[config.mk]
export PLATFORM = sky130hd
export DESIGN_NAME = icache_line_fetch_engine
export DESIGN_NICKNAME = d
export VERILOG_FILES = /design/src/rtl/icache_line_fetch_engine.sv
export SDC_FILE = /design/constraint.sdc
export NUM_CORES = 1
export LEC_CHECK = 0
export CAP_MARGIN = 20
export CORE_MARGIN = 3
export CORE_UTILIZATION = 30
export DETAILED_ROUTE_END_ITERATION = 6
export GPL_TIMING_DRIVEN = 0
export SLEW_MARGIN = 20
export SYNTH_ARGS = -nofsm -noshare
export SYNTH_HDL_FRONTEND = slang
export SYNTH_SLANG_ARGS = --single-unit
[constraint.sdc]
create_clock -name clk -period 3.45 [get_ports clk]
set_input_delay 0.69 -clock clk [delete_from_list [all_inputs] [get_ports clk]]
set_output_delay 0.69 -clock clk [all_outputs]
set_load 0.02 [all_outputs]
[src/rtl/icache_line_fetch_engine.sv]
`default_nettype none
// ============================================================================
// Module      : icache_line_fetch_engine
// Description : Instruction-cache miss engine; requests NLINES consecutive
//               lines per miss, tracks acks by group, snoop abort and retry.
// Revision    : 1.0 - initial release
// ============================================================================
module icache_line_fetch_engine #(
    parameter logic [5:0] CORENO     = 6'd1,
    parameter logic [5:0] CID        = 6'd0,
    parameter int         NLINES     = 2,
    parameter int         LINE_BYTES = 32,
    parameter int         ADRW       = 32,
    parameter int         IDXHI      = 13,
    parameter int         TIMEOUT    = 255
) (
    input  logic            clk,
    input  logic            rst,
    input  logic            hit,
    input  logic            tlb_v,
    input  logic [ADRW-1:0] miss_vadr,
    input  logic [ADRW-1:0] miss_padr,
    input  logic [15:0]     miss_asid,
    input  logic            full,
    input  logic            ack,
    input  logic [3:0]      ack_tranid,
    input  logic            snoop_v,
    input  logic [ADRW-1:0] snoop_adr,
    input  logic [5:0]      snoop_cid,
    output logic            req_v,
    output logic [3:0]      req_tranid,
    output logic [ADRW-1:0] req_vadr,
    output logic [ADRW-1:0] req_padr,
    output logic [15:0]     req_asid,
    output logic [5:0]      req_core,
    output logic [5:0]      req_cid,
    output logic            vtag_we,
    output logic [3:0]      vtag_idx,
    output logic [ADRW-1:0] vtag_adr,
    output logic            busy
);

    localparam int              c_LOBIT      = $clog2(LINE_BYTES);
    localparam int              c_WW         = $clog2(TIMEOUT + 1);
    localparam logic [ADRW-1:0] c_STEP       = ADRW'(LINE_BYTES);
    localparam logic [ADRW-1:0] c_AMASK      = ~ADRW'(LINE_BYTES - 1);
    localparam logic [1:0]      c_LINE_LAST  = 2'(NLINES - 1);
    localparam logic [2:0]      c_NL         = 3'(NLINES);
    localparam logic [7:0]      c_START_LAST = 8'(4 * CID + 3);
    localparam logic [c_WW-1:0] c_WAIT_LAST  = c_WW'(TIMEOUT - 1);
    localparam logic [c_WW-1:0] c_WAIT_ONE   = c_WW'(1);
    localparam logic [16:0]     c_LFSR_SEED  = 17'h1;

    localparam logic [2:0] c_S_RESET   = 3'd0;
    localparam logic [2:0] c_S_IDLE    = 3'd1;
    localparam logic [2:0] c_S_ISSUE   = 3'd2;
    localparam logic [2:0] c_S_GAP     = 3'd3;
    localparam logic [2:0] c_S_WAIT    = 3'd4;
    localparam logic [2:0] c_S_UPD     = 3'd5;
    localparam logic [2:0] c_S_BACKOFF = 3'd6;

    logic [2:0]             r_state;
    logic [2:0]             w_state_nxt;
    logic [7:0]             r_start;
    logic [16:0]            r_lfsr;
    logic [1:0]             r_group;
    logic [1:0]             r_line;
    logic [2:0]             r_ack_cnt;
    logic [c_WW-1:0]        r_wait;
    logic [4:0]             r_boff;
    logic [ADRW-1:0]        r_vadr;
    logic [ADRW-1:0]        r_padr;
    logic [15:0]            r_asid;
    logic [IDXHI:c_LOBIT]   r_base_idx;
    logic                   w_snoop_hit;
    logic                   w_ack_hit;
    logic [2:0]             w_ack_next;
    logic                   w_issue;
    logic                   w_unused;

    // Index compare uses the miss base, not the advancing line pointer
    assign w_snoop_hit = snoop_v && (snoop_adr[IDXHI:c_LOBIT] == r_base_idx) && (snoop_cid != CID);
    assign w_ack_hit   = ack && (ack_tranid[3:2] == r_group);
    assign w_ack_next  = r_ack_cnt + 3'd1;
    assign w_unused    = ^{snoop_adr, ack_tranid[1:0]};

    always_ff @(posedge clk) begin
        if (rst) r_state <= c_S_RESET;
        else     r_state <= w_state_nxt;
    end

    always_comb begin
        w_state_nxt = r_state;
        case (r_state)
            c_S_RESET: if (r_start == c_START_LAST) w_state_nxt = c_S_IDLE;
            c_S_IDLE:  if (!hit && tlb_v) w_state_nxt = c_S_ISSUE;
            c_S_ISSUE: begin
                if (w_snoop_hit)  w_state_nxt = c_S_BACKOFF;
                else if (!full)   w_state_nxt = (r_line == c_LINE_LAST) ? c_S_WAIT : c_S_GAP;
            end
            c_S_GAP:   w_state_nxt = w_snoop_hit ? c_S_BACKOFF : c_S_ISSUE;
            c_S_WAIT: begin
                if (w_snoop_hit)                           w_state_nxt = c_S_BACKOFF;
                else if (w_ack_hit && (w_ack_next == c_NL)) w_state_nxt = c_S_UPD;
                else if (r_wait == c_WAIT_LAST)            w_state_nxt = c_S_BACKOFF;
            end
            c_S_UPD:     w_state_nxt = c_S_IDLE;
            c_S_BACKOFF: if (r_boff <= 5'd1) w_state_nxt = c_S_IDLE;
            default:     w_state_nxt = c_S_RESET;
        endcase
    end

    always_ff @(posedge clk) begin
        if (rst) begin
            r_start    <= '0;
            r_lfsr     <= c_LFSR_SEED;
            r_group    <= '0;
            r_line     <= '0;
            r_ack_cnt  <= '0;
            r_wait     <= '0;
            r_boff     <= '0;
            r_vadr     <= '0;
            r_padr     <= '0;
            r_asid     <= '0;
            r_base_idx <= '0;
        end else begin
            if (r_state != c_S_RESET) r_lfsr <= {r_lfsr[15:0], r_lfsr[16] ^ r_lfsr[13]};
            case (r_state)
                c_S_RESET: r_start <= r_start + 8'd1;
                c_S_IDLE: begin
                    if (w_state_nxt == c_S_ISSUE) begin
                        r_vadr     <= miss_vadr & c_AMASK;
                        r_padr     <= miss_padr & c_AMASK;
                        r_asid     <= miss_asid;
                        r_base_idx <= miss_padr[IDXHI:c_LOBIT];
                        r_line     <= '0;
                        r_ack_cnt  <= '0;
                    end
                end
                c_S_ISSUE: begin
                    if ((w_state_nxt == c_S_GAP) || (w_state_nxt == c_S_WAIT)) begin
                        r_vadr <= r_vadr + c_STEP;
                        r_padr <= r_padr + c_STEP;
                        r_line <= r_line + 2'd1;
                        r_wait <= '0;
                    end
                end
                c_S_WAIT: begin
                    r_wait <= r_wait + c_WAIT_ONE;
                    if (w_ack_hit) r_ack_cnt <= w_ack_next;
                end
                // Group 0 is only ever used straight out of reset
                c_S_UPD:     r_group <= (r_group == 2'd3) ? 2'd1 : r_group + 2'd1;
                c_S_BACKOFF: r_boff <= r_boff - 5'd1;
                default: ;
            endcase
            if ((w_state_nxt == c_S_BACKOFF) && (r_state != c_S_BACKOFF))
                r_boff <= {1'b0, r_lfsr[3:0]} + 5'd1;
        end
    end

    assign w_issue    = (r_state == c_S_ISSUE);
    assign req_v      = w_issue;
    assign req_tranid = w_issue ? {r_group, r_line} : 4'd0;
    assign req_vadr   = w_issue ? r_vadr : '0;
    assign req_padr   = w_issue ? r_padr : '0;
    assign req_asid   = w_issue ? r_asid : 16'd0;
    assign req_core   = CORENO;
    assign req_cid    = CID;
    assign vtag_we    = w_issue;
    assign vtag_idx   = req_tranid;
    assign vtag_adr   = req_vadr;
    assign busy       = (r_state != c_S_IDLE);

endmodule
`default_nettype wire

Word-level counts from Yosys, hierarchy flattened. Cells that the tools add are included.

Word-level logic and storage cells: 96. Bits of input ports: 129. Register bits: 137. Output and inout bits: 135. Latch bits: 0. Bits in writable memories: 0. Memory bits (read-only): 0. Memories kept: 0.

Bitwise operators: 1. Equality and inequality tests: 22. Add/sub/neg operators: 9. Divide/modulo/power cells: 0. $lt $le $gt $ge: 1. Reduce and logical (&&, ||, !) cells: 19. Multiplexer cells: 32. Multipliers: 0. Shift-type cells: 0.

Operator list (count): $mux 32 (6); $pmux 32 s2 (2); $add 32x6->32 const B (2); $mux 3 (12); $pmux 3 s7 (1); $add 8x1->8 const B (2); $mux 16 (1); $pmux 8 s2 (1); $eq 3x2->1 const B (5); $eq 3x3->1 const B (5); $mux 5 (2); $eq 9x9->1 (1); $eq 8x2->1 const B (1); $eq 8x8->1 const B (1); $mux 8 (1); $reduce_bool 2->1 (4); $logic_and 1x1->1 (6); $mux 2 (3); $pmux 3 s2 (1); $reduce_and 3->1 (2); $reduce_bool 6->1 (1); $add 4x1->5 const B (1); $le 5x1->1 const B (1); $sub 5x1->5 const B (1); other kinds (18) (21).

Longest topological paths before layout. Gate-level depths: netlist of the first run.

Word-level depth: 10. Gate-level depth with buffers: 12. Depth with buffers taken out: 9.

Worst setup path before layout of the first run. OpenSTA, ideal clock, no wires.

Path kind: in2reg. Start: in snoop_cid[1]. End: reg r_boff[0]. Data required time: 3376 ps. Buffers on the path: 0. Path slack: 941 ps. Cell stages on the path: 7. Data arrival time: 2434 ps. Library setup time: 74 ps. Cell sequence: or4_1 > o211ai_1 > nor4_1 > o21ai_0 > a31oi_2 > or3_1 > a31oi_1.

Word-level cells in the longest chain between the ends: 7. Elaborated cells on any way between the ends: 10. Classes of those cells: eq/ne (1); mux (5); reduce/logical (4).

Ends and longest elaborated chain: start: declaration (line 29) `input logic [5:0] snoop_cid,`; $reduce_bool 6->1 * (line 82) `assign w_snoop_hit = snoop_v && (snoop_adr[IDXHI:c_LOBIT] == r_base_idx) && (snoop_cid != CID);`; $logic_and 1x1->1 * (line 82); $mux 3 (on tied branches) (line 103, 101, 98); $pmux 3 s7 * (line 94) `case (r_state)`; $eq 3x3->1 * (line 157) `if ((w_state_nxt == c_S_BACKOFF) && (r_state != c_S_BACKOFF))`; $logic_and 1x1->1 * (line 157); $mux 5 / $reduce_bool 2->1 (equally long branches); end signal: assignment (line 154) `c_S_BACKOFF: r_boff <= r_boff - 5'd1;`; end signal: assignment (line 158) `r_boff <= {1'b0, r_lfsr[3:0]} + 5'd1;`; end: declaration (line 70) `logic [4:0] r_boff;`.

Every way passes the cells marked *; elsewhere a longest branch is shown, timed or not. A chain may end at the register's enable or synchronous reset.

Final worst setup path of the first run.
Start: reg r_state[1]. End: out req_tranid[3].

Word-level cells in the longest chain between the ends: 2.

Ends and longest elaborated chain: start: declaration (line 62) `logic [2:0] r_state;`; start signal: assignment (line 88) `if (rst) r_state <= c_S_RESET;`; start signal: assignment (line 89) `else r_state <= w_state_nxt;`; $eq 3x2->1 (line 162) `assign w_issue = (r_state == c_S_ISSUE);`; $mux 4 (line 164) `assign req_tranid = w_issue ? {r_group, r_line} : 4'd0;`; end: declaration (line 31) `output logic [3:0] req_tranid,`.

Every way passes these cells.

==> flow_summary.yaml, run 1 <==
final_layout:
  final_layout_size_suffix_gt1_frac: 0.1233
  fin_cells: 1557
  area_growth_pct: 41.17
  diodes: 0
  nets: 1361
  final_core_util: 0.4382
yosys:
  ys.flop_type: "dfxtp_1"
  synth_edf_count: 0
  async_flop_share: 0
  synth.distinct_cells: 79
  synth_cells: 976
  synth_commonest_cells: "nand2_1 (128), dfxtp_1 (127), nor2_1 (89)"
  netlist_area_sq_um: 7682
  ys_warn_count: 0
  syn_area_per_cell_sq_um: 7.871
  yosys.area.top_type: "dfxtp_1"
  ys_ff_latch: 127
  synth_area_leaders: "dfxtp_1 (33%), and3_1 (7.1%), nand2_1 (6.3%), buf_4 (6.2%), a21oi_1 (4.6%)"
  yosysSeqAreaShare: 0.3309
  synth.most_common_cell: "nand2_1"
  synth.top_cell.area_share: 0.3309
die:
  die_h_um: 166.0
  die_x_um: 166.0
  ios: 264
  start_util: 0.3104
  core_area_sq_um: 24750
  dieArea_sq_um: 27560
  rows: 57
sta:
  totalNegativeSetupSlack_ns: 0
  tightest_slew_ns: 0.8852
  clock_skew_ns: 0.005858
  rsz0062_at_grt: "false"
  hold_ws_ns: 0.4508
  setup-violations-final: 0
  maxSlewViolCount: 0
  max_clock_freq_ghz: 0.3009
  min_period_ns: 3.324
  period_share: 0.9634
  relSlewSlack: 0.4099
  finalHoldViolCount: 0
route:
  dr.first_iter.drc_count: 775
  wl_per_cell_um: 19.08
  finalWirelength_mm: 29.71
  viasPerCell: 5.346
  vias: 8324
  first_pass_iters: 5
  ant_nets: 0
  remaining_drc_errors: 0
worst_setup_path:
  worst_path_max_delay_cell: "clkdlybuf4s50_1"
  worst_setup_path_end_kind: "primary output"
  required_ns: 2.76
  max_stage_delay_ns: 0.64
  crit_type: "register to primary output"
  worstPathArrival_ns: 2.63
  cp-start-kind: "register"
  reg2regPathDepth: 8
  cp_cell_sequence: "buf_6 -> and2b_4 -> nand2_1 -> buf_2 -> clkbuf_8 -> nor2_1 -> clkdlybuf4s50_1"
  crit_fanout: 10
clocking:
  cts_tree: "yes"
  cts.clk_slew.worst_paths_ns: 0.06
  clk_path_buf_depth: 2
  cts_root_buf: "clkbuf_16"
  cts_inserted_buffers: 17
  postCtsSetupRepairBufs: 0
  ctsHoldBuffers: 0
  clk_latency_ns: 0.43
  htree_levels: 4
  cts_sinks: 127
job:
  drv_cap: 0
pwr:
  powerDensity_nw_per_um2: 382.6
  leakagePower_uw: 0.004138
  ir_drop_uv: 297.3
grt:
  first_global_vias: 7808
  met2_usage: 0.3362
  use_met3: 0.05094
  grt_pass1_wl_mm: 45.17
  gr-total-overflow: 0
  busiest_layer: "met2"
  grt_antenna_before_repair: 0
  grt.total_usage: 0.2064
  met1_usage: 0.2757
  grt_max_degree: 20
min_path:
  hold_path_class: "register to register"
  hold_depth: 2
outcome:
  status: "completed"
placement:
  dp_hpwl_mm: 22.23
  gp_congestion: 0.8851
  portBuffers: 200
  dp.cells: 1526
layer usage:
layer	part of all wire	wire [um]
met3	0.089	2657
met5	0	0
met4	0.019	568
met1	0.43	12870
met2	0.46	13610
power breakdown:
group	leakage (uW)	total, uW	internal (uW)	switching, uW
registers	0.00102	1580	1520	57.6
logic	0.00284	720	285	435
clock network	0.000278	1850	1130	724
repair_timing:
action	CTS	global route
endpoints found under the setup margin	80	52
resized for setup	16	8
cloned	0	0
placed cells by master, fill, tap and decap left out, drive strengths merged, types with 5 or more instances in the layout:
cell type	count
and3	89
clkdlybuf4s50	196
dfxtp	127
clkbuf	70
nor2b	5
nand2	129
o21ai	20
and2	7
a21oi	71
a211oi	24
xor2	10
o21bai	10
nor4	19
o31ai	6
o22ai	6
xnor2	16
inv	17
o32ai	7
nand4	17
ha	12
a311oi	26
buf	76
conb	27
or2	5
clkinvlp	5
a31oi	11
nand3	27
nor2	92
nor3	30
and4	9
cell families after synthesis:
| logic type | count (synthesis) | synth area share |
|---|---|---|
| muxes | 5 | 0.007166 |
| AOI/OAI and AO/OA | 221 | 0.2114 |
| xor gates and xnor gates | 26 | 0.02964 |
| buffers and inverters | 141 | 0.1052 |
| and+or+nand+nor | 442 | 0.2951 |
| DFF | 127 | 0.3309 |
| adders and majority gates | 12 | 0.01954 |
| other | 2 | 0.0009776 |
registers in the layout, summed over array words and instances, names as in the netlist:
name and flops:
r_asid 16, r_base_idx 9, r_ack_cnt 3, r_boff 5
r_lfsr 17, r_wait 8, r_line 2, r_group 2
r_start 8, r_padr 27, r_state 3, r_vadr 27
final timing paths:
path	start	to	slack [ns]
setup / recovery	r_state[1]	req_tranid[3]	0.13
hold / removal	r_asid[15]	r_asid[15]	0.45
setup reg to reg	r_state[2]	r_vadr[23]	0.44
hold reg to reg	r_asid[15]	r_asid[15]	0.45
area by class of cell:
| class | count | area, sq um |
|---|---|---|
| inverters | 16 | 60.06 |
| repair buffers | 201 | 2016 |
| multi-input cells | 733 | 4443 |
| clock inverters | 11 | 132.6 |
| fillers | 2494 | 13900 |
| clock buffers | 21 | 470.5 |
| flip-flops and latches | 127 | 2542 |
| well taps | 324 | 405.4 |
| plain buffers | 124 | 775.7 |
per-stage QoR:
stage / power, uW / worst slack, ns / area, sq um
floorplan: 2009 / 0.9415 / 7776
global placement: 2308 / -0.5223 / 10180
detailed placement: 2314 / -0.2053 / 10200
CTS: 4156 / 0.007767 / 10830
global route: 4293 / 0.02872 / 10850
finish: 4150 / 0.1263 / 10850
worst max-delay path, delay by kind of cell, from the launching register on:
| kind | cells | cell delay, ns |
|---|---|---|
| buffers and inverters | 4 | 1.28 |
| and+or+nand+nor | 3 | 0.58 |
| DFF | 1 | 0.34 |
No activity file was read; power rests on OpenSTA's default activity.
==> run 2: changes to the inputs <==
==> constraint.sdc (replaced) <==
create_clock -name clk -period 3.45 [get_ports clk]
set_input_delay 0.5175 -clock clk [delete_from_list [all_inputs] [get_ports clk]]
set_output_delay 0.5175 -clock clk [all_outputs]
set_load 0.02 [all_outputs]
==> flow_summary.yaml, run 2 (synthesized netlist as in run 1, its figures left out) <==
die:
  ios: 264
  core_area_sq_um: 24750
  die_h_um: 166.0
  dieArea_sq_um: 27560
  start_util: 0.3104
  rows: 57
  die_x_um: 166.0
grt:
  grt_pass1_wl_mm: 45.15
  gr-total-overflow: 0
  grt_antenna_before_repair: 0
  first_global_vias: 7793
  grt.total_usage: 0.2061
  grt_max_degree: 17
sta:
  tightest_slew_ns: 0.8688
  setup-violations-final: 0
  hold_ws_ns: 0.4511
  period_share: 0.9513
  max_clock_freq_ghz: 0.3047
  maxSlewViolCount: 0
  clock_skew_ns: 0.005499
  min_period_ns: 3.282
  finalHoldViolCount: 0
  rsz0062_at_grt: "false"
  relSlewSlack: 0.4208
placement:
  dp_hpwl_mm: 22.23
  portBuffers: 200
  gp_congestion: 0.8851
worst_setup_path:
  required_ns: 2.93
  worst_path_max_delay_cell: "clkdlybuf4s50_1"
  max_stage_delay_ns: 0.65
  worst_r2r_startpoint: "r_state[2]"
  cp-start-kind: "register"
  crit_end: "req_v"
  rrSetupSlack_ns: 0.44
  cp_cell_sequence: "buf_6 -> and2b_4 -> nand2_1 -> buf_2 -> inv_1 -> buf_4 -> buf_4 -> clkdlybuf4s50_1"
  crit_fanout: 11
  worst_setup_path_end_kind: "primary output"
  crit_path_frequent_cell: "buf_4"
  worstPathArrival_ns: 2.76
  r2r-end: "r_vadr[23]"
  crit_type: "register to primary output"
  reg2regPathDepth: 8
  crit_start: "r_state[1]"
clocking:
  cts_root_buf: "clkbuf_16"
  htree_levels: 4
  clk_latency_ns: 0.43
  cts_sinks: 127
  cts_inserted_buffers: 17
  cts.clk_slew.worst_paths_ns: 0.06
  ctsHoldBuffers: 0
  cts_tree: "yes"
  clk_path_buf_depth: 2
pwr:
  p_sw_frac: 0.2936
  p_int_uw: 2931
  leakagePower_uw: 0.004107
  ir_drop_uv: 299.1
  netSwitchingPower_uw: 1219
  p_clk_frac: 0.447
  comb_power_share: 0.172
  powerDensity_nw_per_um2: 383.2
  p_seq_frac: 0.381
route:
  finalWirelength_mm: 29.62
  first_pass_iters: 6
  ant_nets: 0
  viasPerCell: 5.295
  vias: 8250
  remaining_drc_errors: 0
  dr.first_iter.drc_count: 738
  wl_per_cell_um: 19.01
final_layout:
  diodes: 0
  multi_input_area_sq_um: 4438
  nets: 1362
  final_layout_size_suffix_gt1_frac: 0.1232
  nFillCells: 2494
  final_core_util: 0.4376
  mostFrequentLayoutCells: "clkdlybuf4s50_1 (199), nand2_1 (128), dfxtp_1 (127)"
  area_growth_pct: 40.96
  largestRegisters: "r_padr x27, r_vadr x27, r_lfsr x17"
  ff_latch_area_sq_um: 2542
  final_common_cell: "clkdlybuf4s50_1"
min_path:
  hold_path_class: "register to register"
outcome:
  status: "completed"
job:
  drv_cap: 0
-- run 2: cell types whose count changed in the layout (fill, tap and decap cells not counted), sizes merged --
cell	previous run	this run
dlymetal6s2s	2	1
clkbuf	70	71
dlygate4sd2	2	0
clkdlybuf4s50	196	199
-- run 2: final cells by class --
type | count | share of cell area
Tap cell | 324 | 0.03744
Multi-Input combinational cell | 733 | 0.4098
Clock buffer | 21 | 0.04344
Buffer | 125 | 0.07060
Timing Repair Buffer | 201 | 0.1861
Sequential cell | 127 | 0.2348
Clock inverter | 11 | 0.01225
Inverter | 16 | 0.005546
-- run 2: through the flow --
stage	setup slack [ns]	power [uW]	setup TNS, ns	cell area [sq um]	instances
after floorplan	1.114	2009	0	7776	1001
after global placement	-0.3498	2308	-6.691	10180	1525
after detailed placement	-0.03280	2314	-0.03280	10200	1526
after CTS	0.05573	4155	0	10820	1558
after global routing	0.03280	4291	0	10830	1558
final	0.1681	4150	0	10830	1558
-- run 2: worst min path at each step --
stage | from | end | slack (ns) | cells after the start
after floorplan | r_asid[0] | r_asid[0] | 0.43 | 2
after global placement | r_asid[15] | r_asid[15] | 0.44 | 2
after detailed placement | r_asid[15] | r_asid[15] | 0.44 | 2
after CTS | r_asid[15] | r_asid[15] | 0.45 | 2
after global routing | r_asid[14] | r_asid[14] | 0.47 | 2
final | r_asid[5] | r_asid[5] | 0.45 | 2
-- run 2: what timing repair did --
| item | 4_1_cts | 5_1_grt |
|---|---|---|
| pin swaps | 0 | 0 |
| setup endpoints to repair | 72 | 4 |
| hold endpoints to repair | 0 | 0 |
| buffers inserted | 0 | 0 |
| gates resized for setup | 10 | 6 |
-- run 2: routing by layer --
layer / GRT usage / up-vias / part of all wire
met5: 0 / - / 0
met4: 0.04991 / 0 / 0.018
met3: 0.04904 / 38 / 0.090
met2: 0.3370 / 375 / 0.46
met1: 0.2760 / 3871 / 0.43
li1: - / 3966 / -
-- run 2: critical path: cells and delay by family, from the launching register on --
kind                   cells  cell delay (ns)
buffers and inverters      6             1.62
AND/OR/NAND/NOR            2             0.37
flip-flops                 1             0.34
-- run 2: power by group through the flow --
stage | clock network (uW) | logic (uW) | registers [uW]
2_1_floorplan | 0 | 416 | 1590
3_3_place_gp | 0 | 700 | 1610
3_5_place_dp | 0 | 704 | 1610
4_1_cts | 1870 | 708 | 1580
5_1_grt | 1930 | 774 | 1590
6_report | 1850 | 716 | 1580
==> run 3: changes to the inputs <==
--- a/config.mk
+++ b/config.mk
@@ -5,12 +5,14 @@
 export SDC_FILE = /design/constraint.sdc
 export NUM_CORES = 1
 export LEC_CHECK = 0
-export CAP_MARGIN = 20
+export CAP_MARGIN = 30
 export CORE_MARGIN = 3
-export CORE_UTILIZATION = 30
+export CORE_UTILIZATION = 45
 export DETAILED_ROUTE_END_ITERATION = 6
 export GPL_TIMING_DRIVEN = 0
+export PLACE_DENSITY = 0.8
 export SLEW_MARGIN = 20
 export SYNTH_ARGS = -nofsm -noshare
 export SYNTH_HDL_FRONTEND = slang
 export SYNTH_SLANG_ARGS = --single-unit
+export TNS_END_PERCENT = 5
==> flow_summary.yaml, run 3 (synthesized netlist as in run 1, its figures left out) <==
final_layout:
  final_layout_size_suffix_gt1_frac: 0.1208
  fin_cells: 1453
  area_growth_pct: 38.97
  mostFrequentLayoutCells: "clkdlybuf4s50_1 (200), nand2_1 (128), dfxtp_1 (127)"
  largestRegisters: "r_padr x27, r_vadr x27, r_lfsr x17"
  nets: 1361
  diodes: 0
  final_common_cell: "clkdlybuf4s50_1"
  fin_area_sq_um: 10680
clocking:
  cts_inserted_buffers: 17
  htree_levels: 4
  cts_tree: "yes"
  clk_path_buf_depth: 2
  cts_sinks: 127
  ctsHoldBuffers: 0
  clk_latency_ns: 0.43
  cts.clk_slew.worst_paths_ns: 0.06
  cts_root_buf: "clkbuf_16"
route:
  top_layer: "met4"
  first_pass_iters: 6
  wl_met3_mm: 3.124
  finalWirelength_mm: 27.83
  dr.first_iter.drc_count: 930
  ant_nets: 0
  wl_met1_mm: 10.96
  viasPerCell: 5.850
  vias: 8500
  wl_met2_mm: 12.64
  wl_per_cell_um: 19.15
  remaining_drc_errors: 0
placement:
  portBuffers: 200
  dp.cells: 1422
  place_area_sq_um: 10070
  dp_hpwl_mm: 20.26
  gp_congestion: 0.9692
pwr:
  leakagePower_uw: 0.004087
  powerDensity_nw_per_um2: 389.1
  ir_drop_uv: 465.3
  power_uw: 4154
grt:
  first_global_vias: 8058
  grt_max_degree: 17
  grt_pass1_wl_mm: 42.18
  grt.total_usage: 0.2898
  gr-total-overflow: 0
  grt_antenna_before_repair: 0
sta:
  totalNegativeSetupSlack_ns: 0
  finalHoldViolCount: 0
  period_share: 0.9726
  relSlewSlack: 0.4266
  setup-violations-final: 0
  tightest_slew_ns: 0.8601
  min_period_ns: 3.356
  rsz0062_at_grt: "false"
  clock_skew_ns: 0.006628
  max_clock_freq_ghz: 0.2980
  maxSlewViolCount: 0
worst_setup_path:
  cp-start-kind: "register"
  required_ns: 2.93
  crit_fanout: 10
  crit_type: "register to primary output"
  worst_setup_path_end_kind: "primary output"
  worstPathArrival_ns: 2.84
min_path:
  hold_path_class: "register to register"
die:
  ios: 264
  core_area_sq_um: 16640
  start_util: 0.4616
  rows: 47
  die_x_um: 136.7
  die_h_um: 136.7
  dieArea_sq_um: 18680
outcome:
  status: "completed"
job:
  drv_cap: 0
## run 3: cell types whose count changed in the layout (fill, tap and decap cells not counted), moves of 2 or more
cell / previous run / this run
clkinvlp_4: 5 / 1
clkbuf_1: 46 / 48
clkbuf_2: 4 / 2
clkinv_4: 3 / 1
inv_6: 1 / 9
clkbuf_8: 3 / 0
## run 3: worst paths after layout
path	start	end	slack [ns]	cells past startpoint
min reg2reg	r_lfsr[14]	r_lfsr[14]	0.45	2
min	r_lfsr[14]	r_lfsr[14]	0.45	2
max	r_state[0]	vtag_adr[28]	0.09	8
max reg2reg	r_state[2]	r_vadr[23]	0.56	8
## run 3: cell type report
cell class / instances / area [sq um]
fill: 1464 / 5966
multi-input combinational: 733 / 4438
sequential: 127 / 2542
timing repair buffer: 201 / 2013
buffer: 124 / 752.0
clock buffer: 18 / 429.2
tap: 220 / 275.3
clock inverter: 14 / 166.4
inverter: 16 / 60.06
## run 3: timing repair
action / 4_1_cts / 5_1_grt
endpoints found under the hold margin: 0 / 0
setup buffers: 0 / 0
setup endpoints to repair: 71 / 19
gates resized for setup: 8 / 3
## run 3: critical path: stages, from the launching register on
cell,delay (ns)
dfxtp_1,0.31
buf_6,0.14
inv_2,0.05
buf_4,0.18
clkbuf_2,0.35
clkbuf_1,0.38
and3_1,0.28
buf_4,0.12
clkdlybuf4s50_1,0.58
## run 3: metrics by stage
| stage | setup WS (ns) | util | hold WS (ns) |
|---|---|---|---|
| 4_1_cts | 0.01819 | 0.6419 | 0.4512 |
| 5_1_grt | 0.008513 | 0.6415 | 0.4752 |
| 3_3_place_gp | -0.1892 | 0.6041 | 0.4376 |
| 6_report | 0.09441 | 0.6415 | 0.4494 |
| 2_1_floorplan | 1.114 | - | 0.4319 |
| 3_5_place_dp | 0.05922 | 0.6053 | 0.4421 |
## run 3: where the power goes
| part | switching [uW] | internal [uW] | leakage, uW |
|---|---|---|---|
| combinational | 429 | 283 | 0.00277 |
| clock | 772 | 1090 | 0.000290 |
| sequential | 59.1 | 1520 | 0.00102 |
| total | 1260 | 2890 | 0.00409 |
## run 3: layer usage
layer / global-route usage / vias to the layer above
li1: - / 3968
met1: 0.3547 / 3888
met2: 0.4699 / 549
met3: 0.08676 / 95
met4: 0.1299 / 0
met5: 0 / -
